File: src/rtl/note_sequencer_if.sv
`default_nettype none
// ============================================================================
// Module   : note_sequencer_if
// Brief    : Control, song-ROM and tone-generator signals of note_sequencer.
// Revision : 1.0 - initial release
// ============================================================================
interface note_sequencer_if #(
    parameter int NOTE_W = 6,
    parameter int DUR_W  = 6,
    parameter int IDX_W  = 5
);
    logic                      play;
    logic                      reset_play;
    logic [1:0]                song;
    logic                      beat;
    logic [IDX_W+1:0]          rom_addr;
    logic [NOTE_W+DUR_W-1:0]   rom_data;
    logic [NOTE_W-1:0]         note;
    logic                      note_valid;
    logic                      new_note;
    logic                      song_done;

    // Sequencer side.
    modport master (
        input  play, reset_play, song, beat, rom_data,
        output rom_addr, note, note_valid, new_note, song_done
    );

    // Controller / ROM / tone-generator side.
    modport slave (
        output play, reset_play, song, beat, rom_data,
        input  rom_addr, note, note_valid, new_note, song_done
    );
endinterface
`default_nettype wire

File: src/rtl/note_sequencer.sv
`default_nettype none
// ============================================================================
// Module   : note_sequencer
// Brief    : Steps through a song's {note, duration} table and drives the tone
//            generator, holding each note for its duration in beats.
// Revision : 1.0 - initial release
// ============================================================================
module note_sequencer #(
    parameter int NOTE_W = 6,
    parameter int DUR_W  = 6,
    parameter int IDX_W  = 5
) (
    input wire               clk,
    input wire               reset,
    note_sequencer_if.master bus
);

    typedef enum logic [2:0] {
        ST_IDLE  = 3'd0,
        ST_FETCH = 3'd1,
        ST_LATCH = 3'd2,
        ST_HOLD  = 3'd3,
        ST_DONE  = 3'd4
    } state_t;

    localparam logic [IDX_W-1:0] c_last_idx = '1;
    localparam logic [DUR_W-1:0] c_one_beat = DUR_W'(1);

    state_t              r_state;
    logic [IDX_W-1:0]    r_idx;
    logic [1:0]          r_song;
    logic [DUR_W-1:0]    r_cnt;
    logic [NOTE_W-1:0]   r_note;
    logic                r_note_valid;
    logic                r_new_note;
    logic                r_song_done;

    logic [NOTE_W-1:0]   w_rom_note;
    logic [DUR_W-1:0]    w_rom_dur;
    logic                w_count_beat;

    assign w_rom_note   = bus.rom_data[NOTE_W+DUR_W-1:DUR_W];
    assign w_rom_dur    = bus.rom_data[DUR_W-1:0];
    assign w_count_beat = bus.play && bus.beat;

    assign bus.rom_addr   = {r_song, r_idx};
    assign bus.note       = r_note;
    assign bus.note_valid = r_note_valid;
    assign bus.new_note   = r_new_note;
    assign bus.song_done  = r_song_done;

    always_ff @(posedge clk) begin
        if (reset) begin
            r_state      <= ST_IDLE;
            r_idx        <= '0;
            r_song       <= '0;
            r_cnt        <= '0;
            r_note       <= '0;
            r_note_valid <= 1'b0;
            r_new_note   <= 1'b0;
            r_song_done  <= 1'b0;
        end else if (bus.reset_play) begin
            // song_q is kept; a new song is only picked up on the next IDLE exit.
            r_state      <= ST_IDLE;
            r_idx        <= '0;
            r_note_valid <= 1'b0;
            r_new_note   <= 1'b0;
            r_song_done  <= 1'b0;
        end else begin
            r_new_note <= 1'b0;
            case (r_state)
                ST_IDLE: begin
                    if (bus.play) begin
                        r_song  <= bus.song;
                        r_state <= ST_FETCH;
                    end
                end
                ST_FETCH: begin
                    r_state <= ST_LATCH;
                end
                ST_LATCH: begin
                    if (w_rom_dur == '0) begin
                        r_state      <= ST_DONE;
                        r_song_done  <= 1'b1;
                        r_note_valid <= 1'b0;
                    end else begin
                        r_note       <= w_rom_note;
                        r_cnt        <= w_rom_dur;
                        r_new_note   <= 1'b1;
                        r_note_valid <= (w_rom_note != '0) && bus.play;
                        r_state      <= ST_HOLD;
                    end
                end
                ST_HOLD: begin
                    r_note_valid <= (r_note != '0) && bus.play;
                    // Beats during pause are dropped, not queued.
                    if (w_count_beat) begin
                        if (r_cnt != c_one_beat) begin
                            r_cnt <= r_cnt - c_one_beat;
                        end else begin
                            r_note_valid <= 1'b0;
                            if (r_idx == c_last_idx) begin
                                r_state     <= ST_DONE;
                                r_song_done <= 1'b1;
                            end else begin
                                r_idx   <= r_idx + 1'b1;
                                r_state <= ST_FETCH;
                            end
                        end
                    end
                end
                ST_DONE: begin
                    r_song_done  <= 1'b1;
                    r_note_valid <= 1'b0;
                end
                default: begin
                    r_state <= ST_IDLE;
                end
            endcase
        end
    end

endmodule
`default_nettype wire

File: src/flat_wrapper.sv
// flat-port wrapper written by rule: the top's interface ports become plain ports
module note_sequencer_flat 
#(
    parameter int NOTE_W = 6,
    parameter int DUR_W  = 6,
    parameter int IDX_W  = 5
)
  (clk, reset, bus_play, bus_reset_play, bus_song, bus_beat, bus_rom_data, bus_rom_addr, bus_note, bus_note_valid, bus_new_note, bus_song_done);
  note_sequencer_if #(.NOTE_W(NOTE_W), .DUR_W(DUR_W), .IDX_W(IDX_W)) bus_i ();
  input wire clk;
  input wire reset;
  input wire logic [$bits(bus_i.play)-1:0] bus_play;
  input wire logic [$bits(bus_i.reset_play)-1:0] bus_reset_play;
  input wire logic [$bits(bus_i.song)-1:0] bus_song;
  input wire logic [$bits(bus_i.beat)-1:0] bus_beat;
  input wire logic [$bits(bus_i.rom_data)-1:0] bus_rom_data;
  output wire logic [$bits(bus_i.rom_addr)-1:0] bus_rom_addr;
  output wire logic [$bits(bus_i.note)-1:0] bus_note;
  output wire logic [$bits(bus_i.note_valid)-1:0] bus_note_valid;
  output wire logic [$bits(bus_i.new_note)-1:0] bus_new_note;
  output wire logic [$bits(bus_i.song_done)-1:0] bus_song_done;
  assign bus_i.play = bus_play;
  assign bus_i.reset_play = bus_reset_play;
  assign bus_i.song = bus_song;
  assign bus_i.beat = bus_beat;
  assign bus_i.rom_data = bus_rom_data;
  assign bus_rom_addr = bus_i.rom_addr;
  assign bus_note = bus_i.note;
  assign bus_note_valid = bus_i.note_valid;
  assign bus_new_note = bus_i.new_note;
  assign bus_song_done = bus_i.song_done;
  note_sequencer #(.NOTE_W(NOTE_W), .DUR_W(DUR_W), .IDX_W(IDX_W)) u_core (.clk(clk), .reset(reset), .bus(bus_i));
endmodule
File: config.mk
export PLATFORM = sky130hd
export DESIGN_NAME = note_sequencer_flat
export DESIGN_NICKNAME = d
export VERILOG_FILES = /design/src/rtl/note_sequencer_if.sv /design/src/rtl/note_sequencer.sv /design/src/flat_wrapper.sv
export SDC_FILE = /design/constraint.sdc
export NUM_CORES = 1
export LEC_CHECK = 0
export ABC_AREA = 1
export CAP_MARGIN = 15
export CELL_PAD_IN_SITES_DETAIL_PLACEMENT = 0
export CELL_PAD_IN_SITES_GLOBAL_PLACEMENT = 1
export CORE_MARGIN = 2
export CORE_UTILIZATION = 30
export DETAILED_ROUTE_END_ITERATION = 10
export GPL_ROUTABILITY_DRIVEN = 0
export PLACE_DENSITY = 0.8
export SLEW_MARGIN = 20
export SYNTH_ARGS = -nofsm -noshare
export SYNTH_HDL_FRONTEND = slang
export SYNTH_SLANG_ARGS = --single-unit
File: constraint.sdc
create_clock -name clk -period 1.36 [get_ports clk]
set_input_delay 0.34 -clock clk [delete_from_list [all_inputs] [get_ports clk]]
set_output_delay 0.34 -clock clk [all_outputs]
set_load 0.02 [all_outputs]
==> impl_summary.txt, run 1 <==
----------------------------------------------------
[Run status]
  Run status ... complete, but fails checks
  Violated checks ... setup timing

[Global route]
  Pin count of the biggest net entering global routing ... 14
  All-Layer GR Usage ... 14.18%
  Number of antenna violations at the first check in global routing ... 0
  Vias in the first global route ... 1382
  Met1 usage in global routing ... 16.88%
  Grt met2 use ... 25.31%
  Fraction of met3 tracks used by global routing ... 2.110%
  Busiest layer in global routing ... met2
  Wire length of the first global-routing pass ... 5830 um
  Total overflow reported by the global router ... 0

[Clock network]
  CTS HTree Levels ... 1
  Root Buffer Master ... sky130_fd_sc_hd__clkbuf_8
  Clock tree from TritonCTS ... yes
  Num CTS Buffers ... 3
  Maximum buffer depth of the clock tree ... 2
  CTS clock-pin slew for the worst setup and hold paths ... 90 ps
  Skew-Pair Late Insertion Delay ... 270 ps
  Clock Sink Count ... 25
  Count of hold buffers inserted by post-cts repair ... 0

[Worst setup path]
  Startpoint of the most critical register-to-register path ... u_core.r_idx[1]
  Number of cell instances on the worst register-to-register path ... 12
  Start-to-end type of the worst setup path ... reg2reg
  Worst-path fanout max ... 3
  Arr. time, crit path ... 1620 ps
  Critical path origin ... u_core.r_idx[1]
  Slowest CP cell ... sky130_fd_sc_hd__dfxtp_4
  Worst-path cell chain ... ha_4, nand2_2, nor2_2, ha_2, inv_2, nand2_4, clkinv_4, nand2_4, nor2_4, nand2_2, nand2_1, a21oi_1
  Reg2reg end ... u_core.r_idx[1]
  Nature of the critical path startpoint ... flip-flop
  Critical path data required time ... 1560 ps
  Worst setup slack for register-to-register paths ... -60 ps
  Worst setup endpoint ... u_core.r_idx[1]
  Biggest cell delay along the critical path ... 380 ps
  Crit path capture type ... flip-flop

[Synth]
  Synthesized Nets ... 227
  Number of register bits inferred by synthesis ... 25
  Number of instances in the synthesized netlist ... 204
  Count of synthesis-stage warnings from yosys ... 0
  Syn avg cell area ... 6.741 um2
  Portion of the post-synthesis area used by sequential elements ... 36.40%
  Combined area of all synthesized cells ... 0.001375 mm2
  Count of different cell masters after synthesis ... 24

[Layout]
  Fin cells ... 317
  Post-Route Utilization ... 48.52%
  Area growth from synthesis to layout ... 54.69%
  Final #Nets ... 289
  Area of combinational cells with multiple inputs ... 862.1 um2
  Antenna Diode Count ... 0
  Leading cell type in the layout, fill and taps excluded ... sky130_fd_sc_hd__nand2_1
  Filler instances ... 433
  Ratio of cells with drive above 1 in the final layout ... 27.92%
  Sequential cell area ... 516.7 um2
  Most frequent cells in the layout ... 36 x sky130_fd_sc_hd__nand2_1, 25 x sky130_fd_sc_hd__buf_4, 23 x sky130_fd_sc_hd__inv_1, 21 x sky130_fd_sc_hd__nor2_1

[Timing]
  Setup repair after global routing missed its margin ... true
  Final period utilization ... 104.1%
  Worst hold margin ... 451.8 ps
  Post-Route Setup TNS ... -162.0 ps
  Number of failing hold endpoints at the final stage ... 0
  Slew @ Worst Pin ... 287.8 ps
  Min cycle time layout ... 1416 ps
  Achievable clock frequency ... 0.7062 GHz
  Slack of the critical path ... -55.97 ps
  Final max-slew violation count ... 0
  Worst relative slew slack ... 80.74%
  Total of endpoints with negative setup slack in the final report ... 3
  Final clock skew ... 3.889 ps

[Detailed routing]
  Iteration-0 DRC Markers ... 58
  Iteration count of the initial detailed-routing pass ... 4
  Detailed Route WL ... 3321 um
  DRC errors left ... 0
  Number of vias after detailed routing ... 1451
  Routed via count divided by cell count ... 4.577
  Final ANT Viol Nets ... 0
  Post-detailed-route wirelength per cell ... 10.48 um

[Floorplanning]
  I/O pin cnt ... 35
  Cell row count ... 24
  Vert. Die Dim ... 71.70 um
  Placeable core region ... 0.004384 mm2
  Total die area ... 0.005141 mm2
  Starting density of the core ... 31.36%
  Die Width ... 71.70 um

[Place]
  Post-placement cell count ... 311
  DP HPWL ... 2676 um
  # port buffers ... 34
  Setup slack at placement ... -329.1 ps

[Power]
  Cell leakage power ... 0.9620 nW
  PD cells ... 665.2 mW/mm2
  IR drop worst, VDD ... 0.5256 mV

[Worst hold path]
  HP Class ... reg2reg
  Worst Hold Path Cells ... 2

[Run]
  Number of maximum-capacitance violations ... 0

----------------------------------------------------
[flip-flops by register name, indices dropped and copies added, names as in the netlist]
| name | cells |
|---|---|
| u_core.r_song | 2 |
| u_core.r_cnt | 6 |
| u_core.bus.note_valid | 1 |
| u_core.r_state | 3 |
| u_core.r_idx | 5 |
| u_core.bus.song_done | 1 |
| u_core.bus.note | 6 |
| u_core.bus.new_note | 1 |
[logic make-up after synthesis]
family	Yosys count	synth area share, %
AO/OA/AOI/OAI	38	14.10
flip-flops	25	36.40
adder cells (fa/ha/maj)	4	3.640
buffers and inverters	31	8.643
XOR/XNOR	2	1.274
AND/OR/NAND/NOR	104	35.94
[power breakdown]
part	switching (mW)	internal, mW	leakage [nW]
registers	0.0106	0.741	0.206
logic	0.110	0.111	0.733
clock network	0.232	0.210	0.0228
total	0.353	1.06	0.962
[worst max-delay path: cells and delay by family, from the launching register on]
kind | cells | cell delay, ps
buf+inv | 2 | 110
simple gates | 7 | 450
flops | 1 | 380
compound gates | 1 | 110
fa+ha+maj | 2 | 310
[synthesized netlist by cell type (all sizes together)]
cell / instances / area share (%)
nand3: 18 / 7.3
buf: 1 / 0.36
nor2: 34 / 12
xor2: 2 / 1.3
inv: 27 / 7.4
o21a: 1 / 0.55
a21oi: 20 / 7.3
nand2: 47 / 14
dfxtp: 25 / 36
ha: 4 / 3.6
clkbuf: 1 / 0.27
o21ai: 16 / 5.8
clkinv: 2 / 0.64
a31oi: 1 / 0.46
nand4: 5 / 2.3
[cell type report]
| type | instances | share of cell area (%) |
|---|---|---|
| multi-input combinational | 148 | 40.53 |
| sequential | 25 | 24.29 |
| timing repair buffer | 59 | 24.65 |
| tap | 52 | 3.059 |
| inverter | 29 | 5.353 |
| clock buffer | 4 | 2.118 |
[per-stage QoR]
stage	total power, mW	instance area, um2
finish	1.415	2127
CTS	1.439	2033
detailed placement	0.9900	1976
floorplan	0.8662	1406
global placement	0.9905	1976
global route	1.492	2127
[worst min path at each step]
stage | start | endpoint
after floorplan | u_core.r_cnt[1] | u_core.r_cnt[1]
after CTS | u_core.bus.song_done | u_core.bus.song_done
final | u_core.bus.song_done | u_core.bus.song_done
after detailed placement | u_core.bus.song_done | u_core.bus.song_done
after global placement | u_core.bus.song_done | u_core.bus.song_done
after global routing | u_core.bus.song_done | u_core.bus.song_done
[routing by layer]
metal	vias up	part of all wire, %
met5	-	0
met4	0	1.7
met3	5	4.2
met2	33	48
met1	628	46
li1	785	-
[timing repair]
action / CTS / global route
gates resized for setup: 26 / 33
endpoints found under the setup margin: 31 / 25
pin swaps: 3 / 17
setup buffers: 1 / 1
No activity file was read; power rests on OpenSTA's default activity.
==> run 2: changes to the inputs <==
Settings changed: SETUP_SLACK_MARGIN from default to 0.05.
==> run 2 against run 1 <==
  * Highest routed layer unchanged
  * Total power up 1.1%
  * Critical path depth down 1
  * Largest power group unchanged
  * Sequential share of layout area down 0.91 points
  * Critical endpoint unchanged
  * The run still ends with setup timing left
==> impl_summary.txt, run 2 (synthesized netlist as in run 1, its figures left out) <==
----------------------------------------------------
[Run status]
  Run status ... complete, but fails checks
  Violated checks ... setup timing

[Clock network]
  Skew-Pair Late Insertion Delay ... 270 ps
  Clock tree from TritonCTS ... yes
  Count of hold buffers inserted by post-cts repair ... 0
  CTS clock-pin slew for the worst setup and hold paths ... 90 ps
  Maximum buffer depth of the clock tree ... 2
  CTS HTree Levels ... 1
  Clock Sink Count ... 25
  Root Buffer Master ... sky130_fd_sc_hd__clkbuf_8
  Num CTS Buffers ... 3

[Power]
  Combinational group share of total power ... 16.5%
  Total power consumption of the routed design ... 1.431 mW
  Sw Ratio ... 25.30%
  Switching power total ... 0.3620 mW
  IR drop worst, VDD ... 0.5454 mV
  Clock share of power ... 30.9%
  Share of total power in sequential cells ... 52.6%
  PD cells ... 647.5 mW/mm2
  Internal ... 1.069 mW
  Cell leakage power ... 0.9336 nW

[Layout]
  Filler instances ... 421
  Post-Route Utilization ... 50.40%
  Final #Nets ... 294
  Fin cells ... 322
  Area growth from synthesis to layout ... 60.69%
  Ratio of cells with drive above 1 in the final layout ... 39.26%
  Post-Layout Inst Area ... 0.002210 mm2
  Most frequent cells in the layout ... 27 x sky130_fd_sc_hd__nand2_1, 27 x sky130_fd_sc_hd__buf_4, 22 x sky130_fd_sc_hd__inv_1, 18 x sky130_fd_sc_hd__nor2_1, 18 x sky130_fd_sc_hd__dfxtp_1
  Antenna Diode Count ... 0

[Timing]
  Worst relative slew slack ... 83.66%
  Worst hold margin ... 451.6 ps
  Min cycle time layout ... 1409 ps
  Achievable clock frequency ... 0.7095 GHz
  Total of endpoints with negative setup slack in the final report ... 6
  Slack of the critical path ... -49.44 ps
  Final max-slew violation count ... 0
  Final period utilization ... 103.6%
  Number of failing hold endpoints at the final stage ... 0
  Post-Route Setup TNS ... -175.1 ps
  Final clock skew ... 3.939 ps
  Setup repair after global routing missed its margin ... true
  Slew @ Worst Pin ... 244.8 ps

[Worst setup path]
  Start-to-end type of the worst setup path ... reg2reg
  Critical path data required time ... 1560 ps
  Crit path capture type ... flip-flop
  Arr. time, crit path ... 1610 ps
  Worst-path fanout max ... 3
  Nature of the critical path startpoint ... flip-flop

[Floorplanning]
  Cell row count ... 24
  Vert. Die Dim ... 71.70 um
  Die Width ... 71.70 um
  Total die area ... 0.005141 mm2
  I/O pin cnt ... 35
  Placeable core region ... 0.004384 mm2
  Starting density of the core ... 31.36%

[Detailed routing]
  DRC errors left ... 0
  Final ANT Viol Nets ... 0
  Routed via count divided by cell count ... 4.618
  Iteration count of the initial detailed-routing pass ... 4
  Post-detailed-route wirelength per cell ... 10.76 um
  Number of vias after detailed routing ... 1487
  Iteration-0 DRC Markers ... 71
  Detailed Route WL ... 3466 um

[Global route]
  Total overflow reported by the global router ... 0
  Vias in the first global route ... 1393
  Pin count of the biggest net entering global routing ... 14
  Number of antenna violations at the first check in global routing ... 0
  Wire length of the first global-routing pass ... 5865 um
  All-Layer GR Usage ... 14.21%

[Place]
  DP HPWL ... 2676 um
  Setup slack at placement ... -329.1 ps
  Post-placement cell count ... 311
  # port buffers ... 34
  Placement Cell Area ... 0.001976 mm2

[Run]
  Number of maximum-capacitance violations ... 0

[Worst hold path]
  HP Class ... reg2reg

----------------------------------------------------
[run 2: changes by cell type in the layout (fill, tap and decap cells not counted), sizes merged]
| cell | previous run | this run |
|---|---|---|
| clkdlybuf4s15 | 1 | 6 |
| buf | 25 | 32 |
| dlymetal6s2s | 7 | 5 |
| dlygate4sd2 | 17 | 5 |
| clkdlybuf4s50 | 9 | 10 |
| clkbuf | 4 | 10 |
[run 2: power by group through the flow]
stage          clock network, mW  logic [mW]  registers [mW]
6_report                   0.442       0.236           0.753
5_1_grt                    0.490       0.263           0.755
4_1_cts                    0.468       0.221           0.752
3_5_place_dp                   0       0.221           0.769
3_3_place_gp                   0       0.221           0.769
2_1_floorplan                  0      0.0855           0.781
[run 2: critical path: stages, from the launching register on]
cell and delay, ps:
sky130_fd_sc_hd__dfxtp_4 360, sky130_fd_sc_hd__ha_4 160, sky130_fd_sc_hd__nand2_2 70, sky130_fd_sc_hd__nor2_2 40
sky130_fd_sc_hd__ha_2 170, sky130_fd_sc_hd__inv_2 60, sky130_fd_sc_hd__nand2_4 60, sky130_fd_sc_hd__clkinv_4 60
sky130_fd_sc_hd__nand2_4 40, sky130_fd_sc_hd__nor2_4 90, sky130_fd_sc_hd__nand3_1 80, sky130_fd_sc_hd__a21oi_1 140
[run 2: layout make-up]
class | instances | area [um2] | share of cell area, %
flip-flops and latches | 25 | 516.7 | 23.39
clock buffers | 4 | 45.04 | 2.039
repair buffers | 64 | 549.3 | 24.86
multi-input cells | 148 | 919.6 | 41.62
inverters | 29 | 113.9 | 5.153
well taps | 52 | 65.06 | 2.945
[run 2: worst paths after layout]
| check | slack (ps) | start | endpoint | cells after the start |
|---|---|---|---|---|
| max | -50 | u_core.r_idx[0] | u_core.r_idx[1] | 11 |
| min | 450 | u_core.bus.song_done | u_core.bus.song_done | 2 |
| max reg2reg | -50 | u_core.r_idx[0] | u_core.r_idx[1] | 11 |
| min reg2reg | 450 | u_core.bus.song_done | u_core.bus.song_done | 2 |
[run 2: timing repair]
item | 4_1_cts | 5_1_grt
gates resized for setup | 43 | 65
endpoints found under the setup margin | 36 | 37
pin swaps | 6 | 23
buffers inserted | 3 | 4
[run 2: metal layers]
| layer | GRT usage, % | vias to the layer above | wire length [um] |
|---|---|---|---|
| met4 | 5.660 | 0 | 57 |
| met1 | 16.97 | 656 | 1563 |
| met5 | 0 | - | 0 |
| met2 | 25.41 | 32 | 1719 |
| li1 | - | 794 | - |
| met3 | 2.110 | 5 | 125 |
